===== src/rtl/rr_read_arbiter_if.sv =====
// Bus bundle for the four-port round-robin read arbiter: requester side
// (request/address/data/ready) plus the shared synchronous memory port.
interface rr_read_arbiter_if #(
  parameter int ADDRESS_WIDTH = 8,
  parameter int DATA_WIDTH    = 8
);
  logic [3:0]                 data_req;
  logic [4*ADDRESS_WIDTH-1:0] data_addr;
  logic [4*DATA_WIDTH-1:0]    data;
  logic [3:0]                 data_rdy;
  logic [ADDRESS_WIDTH-1:0]   mem_data_addr;
  logic [DATA_WIDTH-1:0]      mem_data;
  logic                       busy;

  modport slave (
    input  data_req, data_addr, mem_data,
    output data, data_rdy, mem_data_addr, busy
  );

  modport master (
    output data_req, data_addr, mem_data,
    input  data, data_rdy, mem_data_addr, busy
  );
endinterface


===== src/rtl/rr_read_arbiter.sv =====
// Four-port round-robin arbiter sharing one synchronous-read memory.
// Each read takes two cycles (ADDR, CAPTURE); grants chain back-to-back.
module rr_read_arbiter #(
  parameter int ADDRESS_WIDTH = 8,
  parameter int DATA_WIDTH    = 8
) (
  input  logic               clk,
  input  logic               rst,
  rr_read_arbiter_if.slave   bus
);

  typedef enum logic [1:0] {IDLE, ADDR, CAPTURE} state_t;

  state_t                     r_state;
  state_t                     w_next;
  logic [1:0]                 r_grant;
  logic [1:0]                 r_last_grant;
  logic [ADDRESS_WIDTH-1:0]   r_mem_addr;
  logic [4*DATA_WIDTH-1:0]    r_data;
  logic [3:0]                 r_rdy;

  logic [3:0]                 w_cand;
  logic [1:0]                 w_idx;
  logic [1:0]                 w_winner;
  logic                       w_found;
  logic                       w_do_grant;

  // Port being captured this edge is excluded so another requester can be
  // chained without re-serving the one just completed.
  always_comb begin
    w_found  = 1'b0;
    w_winner = r_last_grant;
    w_idx    = r_last_grant;
    w_cand   = bus.data_req & ~r_rdy;
    if (r_state == CAPTURE) w_cand[r_grant] = 1'b0;
    for (int unsigned k = 1; k <= 4; k++) begin
      w_idx = r_last_grant + 2'(k);
      if (!w_found && w_cand[w_idx]) begin
        w_found  = 1'b1;
        w_winner = w_idx;
      end
    end
  end

  always_comb begin
    w_next     = r_state;
    w_do_grant = 1'b0;
    unique case (r_state)
      IDLE: begin
        if (w_found) begin
          w_next     = ADDR;
          w_do_grant = 1'b1;
        end
      end
      ADDR: w_next = CAPTURE;
      CAPTURE: begin
        if (w_found) begin
          w_next     = ADDR;
          w_do_grant = 1'b1;
        end else begin
          w_next = IDLE;
        end
      end
      default: w_next = IDLE;
    endcase
  end

  always_ff @(posedge clk or posedge rst) begin
    if (rst) begin
      r_state      <= IDLE;
      r_grant      <= '0;
      r_last_grant <= 2'd3;
      r_mem_addr   <= '0;
    end else begin
      r_state <= w_next;
      if (w_do_grant) begin
        r_grant      <= w_winner;
        r_last_grant <= w_winner;
        r_mem_addr   <= bus.data_addr[int'(w_winner)*ADDRESS_WIDTH +: ADDRESS_WIDTH];
      end
    end
  end

  // Ready clears on any edge with the request low; an aborted capture
  // therefore leaves both ready and the data slice untouched.
  always_ff @(posedge clk or posedge rst) begin
    if (rst) begin
      r_data <= '0;
      r_rdy  <= '0;
    end else begin
      for (int unsigned i = 0; i < 4; i++) begin
        if (!bus.data_req[i]) begin
          r_rdy[i] <= 1'b0;
        end else if (r_state == CAPTURE && r_grant == 2'(i)) begin
          r_rdy[i] <= 1'b1;
          r_data[i*DATA_WIDTH +: DATA_WIDTH] <= bus.mem_data;
        end
      end
    end
  end

  assign bus.data          = r_data;
  assign bus.data_rdy      = r_rdy;
  assign bus.mem_data_addr = r_mem_addr;
  assign bus.busy          = (r_state != IDLE);

endmodule


===== src/flat_wrapper.sv =====
// flat-port wrapper written by rule: the top's interface ports become plain ports
module rr_read_arbiter_flat 
#(
  parameter int ADDRESS_WIDTH = 8,
  parameter int DATA_WIDTH    = 8
)
  (clk, rst, bus_data_req, bus_data_addr, bus_mem_data, bus_data, bus_data_rdy, bus_mem_data_addr, bus_busy);
  rr_read_arbiter_if #(.ADDRESS_WIDTH(ADDRESS_WIDTH), .DATA_WIDTH(DATA_WIDTH)) bus_i ();
  input  logic clk;
  input  logic rst;
  input wire logic [$bits(bus_i.data_req)-1:0] bus_data_req;
  input wire logic [$bits(bus_i.data_addr)-1:0] bus_data_addr;
  input wire logic [$bits(bus_i.mem_data)-1:0] bus_mem_data;
  output wire logic [$bits(bus_i.data)-1:0] bus_data;
  output wire logic [$bits(bus_i.data_rdy)-1:0] bus_data_rdy;
  output wire logic [$bits(bus_i.mem_data_addr)-1:0] bus_mem_data_addr;
  output wire logic [$bits(bus_i.busy)-1:0] bus_busy;
  assign bus_i.data_req = bus_data_req;
  assign bus_i.data_addr = bus_data_addr;
  assign bus_i.mem_data = bus_mem_data;
  assign bus_data = bus_i.data;
  assign bus_data_rdy = bus_i.data_rdy;
  assign bus_mem_data_addr = bus_i.mem_data_addr;
  assign bus_busy = bus_i.busy;
  rr_read_arbiter #(.ADDRESS_WIDTH(ADDRESS_WIDTH), .DATA_WIDTH(DATA_WIDTH)) u_core (.clk(clk), .rst(rst), .bus(bus_i));
endmodule

===== config.mk =====
export PLATFORM = sky130hd
export DESIGN_NAME = rr_read_arbiter_flat
export DESIGN_NICKNAME = d
export VERILOG_FILES = /design/src/rtl/rr_read_arbiter_if.sv /design/src/rtl/rr_read_arbiter.sv /design/src/flat_wrapper.sv
export SDC_FILE = /design/constraint.sdc
export NUM_CORES = 1
export LEC_CHECK = 0
export CELL_PAD_IN_SITES_DETAIL_PLACEMENT = 2
export CELL_PAD_IN_SITES_GLOBAL_PLACEMENT = 2
export CORE_UTILIZATION = 29
export CTS_CLUSTER_DIAMETER = 30
export DETAILED_ROUTE_END_ITERATION = 10
export GPL_ROUTABILITY_DRIVEN = 0
export MAX_ROUTING_LAYER = met4
export PLACE_DENSITY_LB_ADDON = 0.1
export SYNTH_ARGS = -nofsm -noshare
export SYNTH_HDL_FRONTEND = slang
export SYNTH_SLANG_ARGS = --single-unit

===== constraint.sdc =====
create_clock -name clk -period 2.72 [get_ports clk]
set_input_delay 0.272 -clock clk [delete_from_list [all_inputs] [get_ports clk]]
set_output_delay 0.272 -clock clk [all_outputs]
set_load 0.005 [all_outputs]

Word level (Yosys, flattened, before mapping)
Cells that the tools add are included.

Input bits: 46. Bits in registers: 50. Output and inout port bits: 45. Logic and storage cells: 87.

Shift-type cells: 1. Eq/ne operators: 10. Add/sub/neg operators: 3. Muxes and demuxes: 32. $lt $le $gt $ge: 6. Reduce and logical (&&, ||, !) cells: 19. Bitwise logic cells: 4.

Operators with widths (number): $shiftx A32 B6 Y8 (1); $mux W1 (20); $lt A2 B3 Y1 const B (5); $mux W2 (5); $ne A2 B1 Y1 const B (5); $and A4 B4 Y4 (2); $bmux W1 S2 (4); $logic_and A1 B1 Y1 (8); $not A4 Y4 (2); $reduce_and A2 Y1 (4); $eq A2 B2 Y1 const B (3); $pmux W2 S3 (1); $add A2 B2 Y2 const B (2); $eq A2 B1 Y1 const B (2); $logic_not A2 Y1 (2); $mux W4 (1); $logic_not A1 Y1 (3); $add A2 B1 Y2 const B (1); $demux W1 S2 (1); $ge A2 B1 Y1 const B (1); $reduce_bool A2 Y1 (1); $reduce_or A2 Y1 (1).

Logic depth before layout (Yosys ltp)
Gate-level depths: netlist of run 1.

Depth after elaboration: 21. Gate-level depth with buffers: 8. Gate-level depth less buffers: 6.

Worst setup path after synthesis of run 1
No wires, ideal clock.

Path type: flip-flop to flip-flop. From: reg u_core.r_state[0]. To: reg u_core.r_mem_addr[0], in the netlist u_core.bus.mem_data_addr[0]. Data required time: 2583 ps. Setup slack: 739 ps. Cell stages (with the launch flop): 8. Arrival time: 1844 ps. Path buffers: 1. Clock period less this slack: 1981 ps. Library setup time: 137 ps. Cell sequence: dfrtp_1 buf_6 or4b_4 a221oi_4 a221oi_4 nand2_4 mux2i_1 a211oi_2.

Cells in the longest elaborated chain, start to end: 16. Elaborated cells between the ends (all ways): 29. Those cells by class: eq/ne (1); shift (1); mux (19); reduce/logical (8).

RTL lines: start, declared (line rr_read_arbiter.sv:14) `state_t r_state;`; start signal, assigned (line rr_read_arbiter.sv:75) `r_state <= w_next;`; parallel branches: the longest is 16 deep, another holds $mux W4; end signal, assigned (line rr_read_arbiter.sv:79) `r_mem_addr <= bus.data_addr[int'(w_winner)*ADDRESS_WIDTH +: ADDRESS_WIDTH];`; end, declared (line rr_read_arbiter.sv:18) `logic [ADDRESS_WIDTH-1:0] r_mem_addr;`.

Parallel ways; which one is timed is not known. The select of a mux whose other input is x is not followed. A chain may end at the register's enable or synchronous reset.

Worst setup path after layout of run 1
From: reg u_core.r_grant[0]. To: reg u_core.r_mem_addr[3], in the netlist u_core.bus.mem_data_addr[3].

Cells in the longest elaborated chain, start to end: 21. Elaborated cells between the ends (all ways): 33. Those cells by class: order compare (2); shift (1); mux (21); bitwise (2); reduce/logical (7).

RTL lines: start, declared (line rr_read_arbiter.sv:16) `logic [1:0] r_grant;`; start signal, assigned (line rr_read_arbiter.sv:77) `r_grant <= w_winner;`; $lt A2 B3 Y1 (implied by the code) or $ge A2 B1 Y1 (tied branches) (line rr_read_arbiter.sv:35) `if (r_state == CAPTURE) w_cand[r_grant] = 1'b0;`; $logic_and A1 B1 Y1 (implied by the code) (line rr_read_arbiter.sv:35); $mux W1 (implied by the code) (line rr_read_arbiter.sv:35); $demux W1 S2 *; $not A4 Y4 (no source line) *; $and A4 B4 Y4 (no source line) *; $mux W4 * (line rr_read_arbiter.sv:35); parallel branches: the longest is 14 deep, another holds $bmux W1 S2.

Mark *: on every way between the ends. The select of a mux whose other input is x is not followed.

==> run metrics, run 1 <==
Slew HR 67.64%; postcts setup bufs 0; reg-to-reg slack, setup 0.31 ns; layout net count ~330; CTS Hold Bufs 0; FF+latch count, synth 50; final setup margin 0.3077 ns; Leakage around 0.0015 uW; worst path required time between 2 and 3 ns; Slew @ Worst Pin approximately 0.48 ns; Die Height 95.22 um; gr ovfl total 0; XOR/XNOR Fraction of Synth Area 0%; Setup Crit Path Kind flop to flop; VDD IR max 375.6 uV; Core Area just over 8000 sq um; Final Hold Vio Count 0; synthesis-to-finish area growth 45.53%; most frequent cells in the layout 90 x clkdlybuf4s50_1, 48 x dfrtp_1, 32 x mux2_2, 12 x nor2_1; vias in the first global route ~2.0k; Syn Std Cell Area 2520 sq um; largest family of logic cells by synthesized area multiplexers; post-CTS resize count 0; setup TNS 0 ns; final-report max-slew violation count 0; latest clock arrival within the worst-skew pair 0.30 ns; Power Dens Cells 1059 nW/um^2; die area 9066 sq um; Synth Net Count 229; commonest non-fill, non-tap cell in the layout clkdlybuf4s50_1; hpwl dp 5287 um; GRT Total Usage about 17%; post-synthesis async set-or-reset flop share 100.0%; non-filler cells, final 388; vias per cell 4.832; Bufs on Longest Clock Path 2; H-tree levels 2; mux cell area share after synthesis 17.48%; min Tclk post-route ~2.4 ns; first-pass GRT wire length between 10000 and 15000 um; clock skew roughly 0.0033 ns; RSZ-0062 raised after global routing false; largest area contributor in the netlist dfrtp_1; Synth area leaders dfrtp_1 48%, mux2_2 14%, a211oi_2 4.0%; Final setup viols 0; placed cells 380; Synth Area in Compound Gates 13.80%; CTS tree yes; PortBufs 90; Critical Path AT approximately 2.6 ns; max cap viols 0; R2R depth 7; # IOs 91; Tcrit/Tclk final 88.69%; simple-gate share of the synthesized area 16.88%; Post-DRT Antenna Nets 0; drt pass-1 iters 4; DRC viols 0; status finished, final reports clean; Startpoint Class flop; final core utilization 44.19%; share of cells above drive strength 1 31.10%; ant diodes 0; ys flop type dfrtp_1; share of the synthesized area in the top cell type 47.67%; Die Span X 95.22 um; clock sink count 50; Synth cell types 45; synthesized-area fraction occupied by adder cells 0%; clock root buffer clkbuf_8; number of synthesized flops with an enable pin 0; effective utilization at floorplan between 30% and 40%; worst hold margin 0.2610 ns; largest net degree at the start of global routing 20; Seq/Total Area, Yosys 49.75%; Worst R2R Start u_core.r_grant[0]$_DFFE_PP0P_; Worst R2R End u_core.bus.mem_data_addr[3]$_DFFE_PP0P_; Place WS 0.2938 ns; Reg clk slew, reported paths 0.09 ns; initial antenna violation count 0; fmax 0.4145 GHz; post-DR wirelength/cell 17.98 um; Avg Cell Area, Syn 13.77 sq um; CP Capture Type flop; Via Count 1875; 1st-iter DRT viols 36; HP Class primary input to asynchronous set/reset pin; std cell rows 33; cells after synthesis 183; CTS Buf Count 5; crit-path max FO 18; Total Wirelength approximately 7000 um; Ys Warns 0
==> worst max-delay path: stages (launching register included) <==
cell and delay [ns]:
dfrtp_1 0.48, or4b_4 0.61, a221oi_4 0.31, a221oi_4 0.05, buf_4 0.22, nand2_4 0.21, mux2i_1 0.31, a211oi_2 0.10
==> stage by stage <==
stage	area [sq um]	total power, uW
2_1_floorplan	2520	2427
3_3_place_gp	3557	3365
3_5_place_dp	3557	3403
4_1_cts	3667	3952
5_1_grt	3667	4143
6_report	3667	3884
==> Yosys cell counts (2+ instances only) <==
cell / count
nor3b_2: 7
nand4bb_1: 2
nand2_2: 2
mux2_2: 32
a211oi_2: 8
a221oi_4: 2
a21o_1: 2
a31oi_1: 3
dfrtp_1: 48
mux2i_1: 8
a21boi_0: 7
and2b_2: 3
inv_1: 2
nor2_1: 12
o21a_1: 3
buf_6: 2
nand2_1: 6
dfstp_2: 2
nand3_1: 6
==> layer usage <==
layer	share of wire, %	up-vias	wire length [um]	GRT usage, %
met2	49	41	3425	26.31
met5	0	-	0	-
met3	3.2	5	224	2.871
li1	-	874	-	-
met4	0.39	0	27	2.273
met1	47	955	3300	22.79
==> sequential cells by signal (all words and copies together) (netlist names) <==
name,flops
u_core.bus.data,32
u_core.bus.data_rdy,4
u_core.bus.mem_data_addr,8
u_core.r_grant,2
u_core.r_last_grant,2
u_core.r_state,2
==> kinds of logic after synthesis <==
family / count (synthesis)
compound gates: 31
buf+inv: 7
flops: 50
mux: 40
simple gates: 55
==> worst max path at each step <==
| stage | from | endpoint | slack [ns] | cells after the start |
|---|---|---|---|---|
| finish | u_core.r_grant[0]$_DFFE_PP0P_ | u_core.bus.mem_data_addr[3]$_DFFE_PP0P_ | 0.31 | 7 |
| global route | u_core.r_grant[0]$_DFFE_PP0P_ | u_core.bus.mem_data_addr[5]$_DFFE_PP0P_ | 0.22 | 7 |
| global placement | bus_data_req[3] | u_core.bus.mem_data_addr[3]$_DFFE_PP0P_ | 0.31 | 8 |
| detailed placement | bus_data_req[3] | u_core.bus.mem_data_addr[3]$_DFFE_PP0P_ | 0.29 | 8 |
| CTS | u_core.r_grant[0]$_DFFE_PP0P_ | u_core.bus.mem_data_addr[3]$_DFFE_PP0P_ | 0.31 | 7 |
| floorplan | u_core.r_state[0]$_DFFE_PP0P_ | u_core.bus.mem_data_addr[0]$_DFFE_PP0P_ | 0.74 | 7 |
==> final cells by class <==
cell class	instances	area, sq um
clock buffer	6	72.57
clock inverter	2	37.54
fill	852	4632
inverter	3	12.51
multi-input combinational	126	1214
sequential	50	1254
tap	105	131.4
timing repair buffer	96	945.9
==> power by group <==
part	internal [uW]	leakage, uW	switching [uW]
logic	1170	0.000845	839
clock network	275	0.0000514	253
registers	1100	0.000611	246
total	2550	0.00151	1340
No activity file was read; power rests on OpenSTA's default activity.
==> run 2: changes to the inputs <==
--- a/config.mk
+++ b/config.mk
@@ -5,6 +5,7 @@
 export SDC_FILE = /design/constraint.sdc
 export NUM_CORES = 1
 export LEC_CHECK = 0
+export CAP_MARGIN = 20
 export CELL_PAD_IN_SITES_DETAIL_PLACEMENT = 2
 export CELL_PAD_IN_SITES_GLOBAL_PLACEMENT = 2
 export CORE_UTILIZATION = 29
==> results of run 2 <==
No change in the layout: final DEF, timing and power equal those of run 1.
==> run 3: changes to the inputs <==
--- a/config.mk
+++ b/config.mk
@@ -5,6 +5,7 @@
 export SDC_FILE = /design/constraint.sdc
 export NUM_CORES = 1
 export LEC_CHECK = 0
+export ABC_CLOCK_PERIOD_IN_PS = 2720
 export CAP_MARGIN = 20
 export CELL_PAD_IN_SITES_DETAIL_PLACEMENT = 2
 export CELL_PAD_IN_SITES_GLOBAL_PLACEMENT = 2
==> results of run 3 <==
No change in the layout: final DEF, timing and power equal those of run 1.
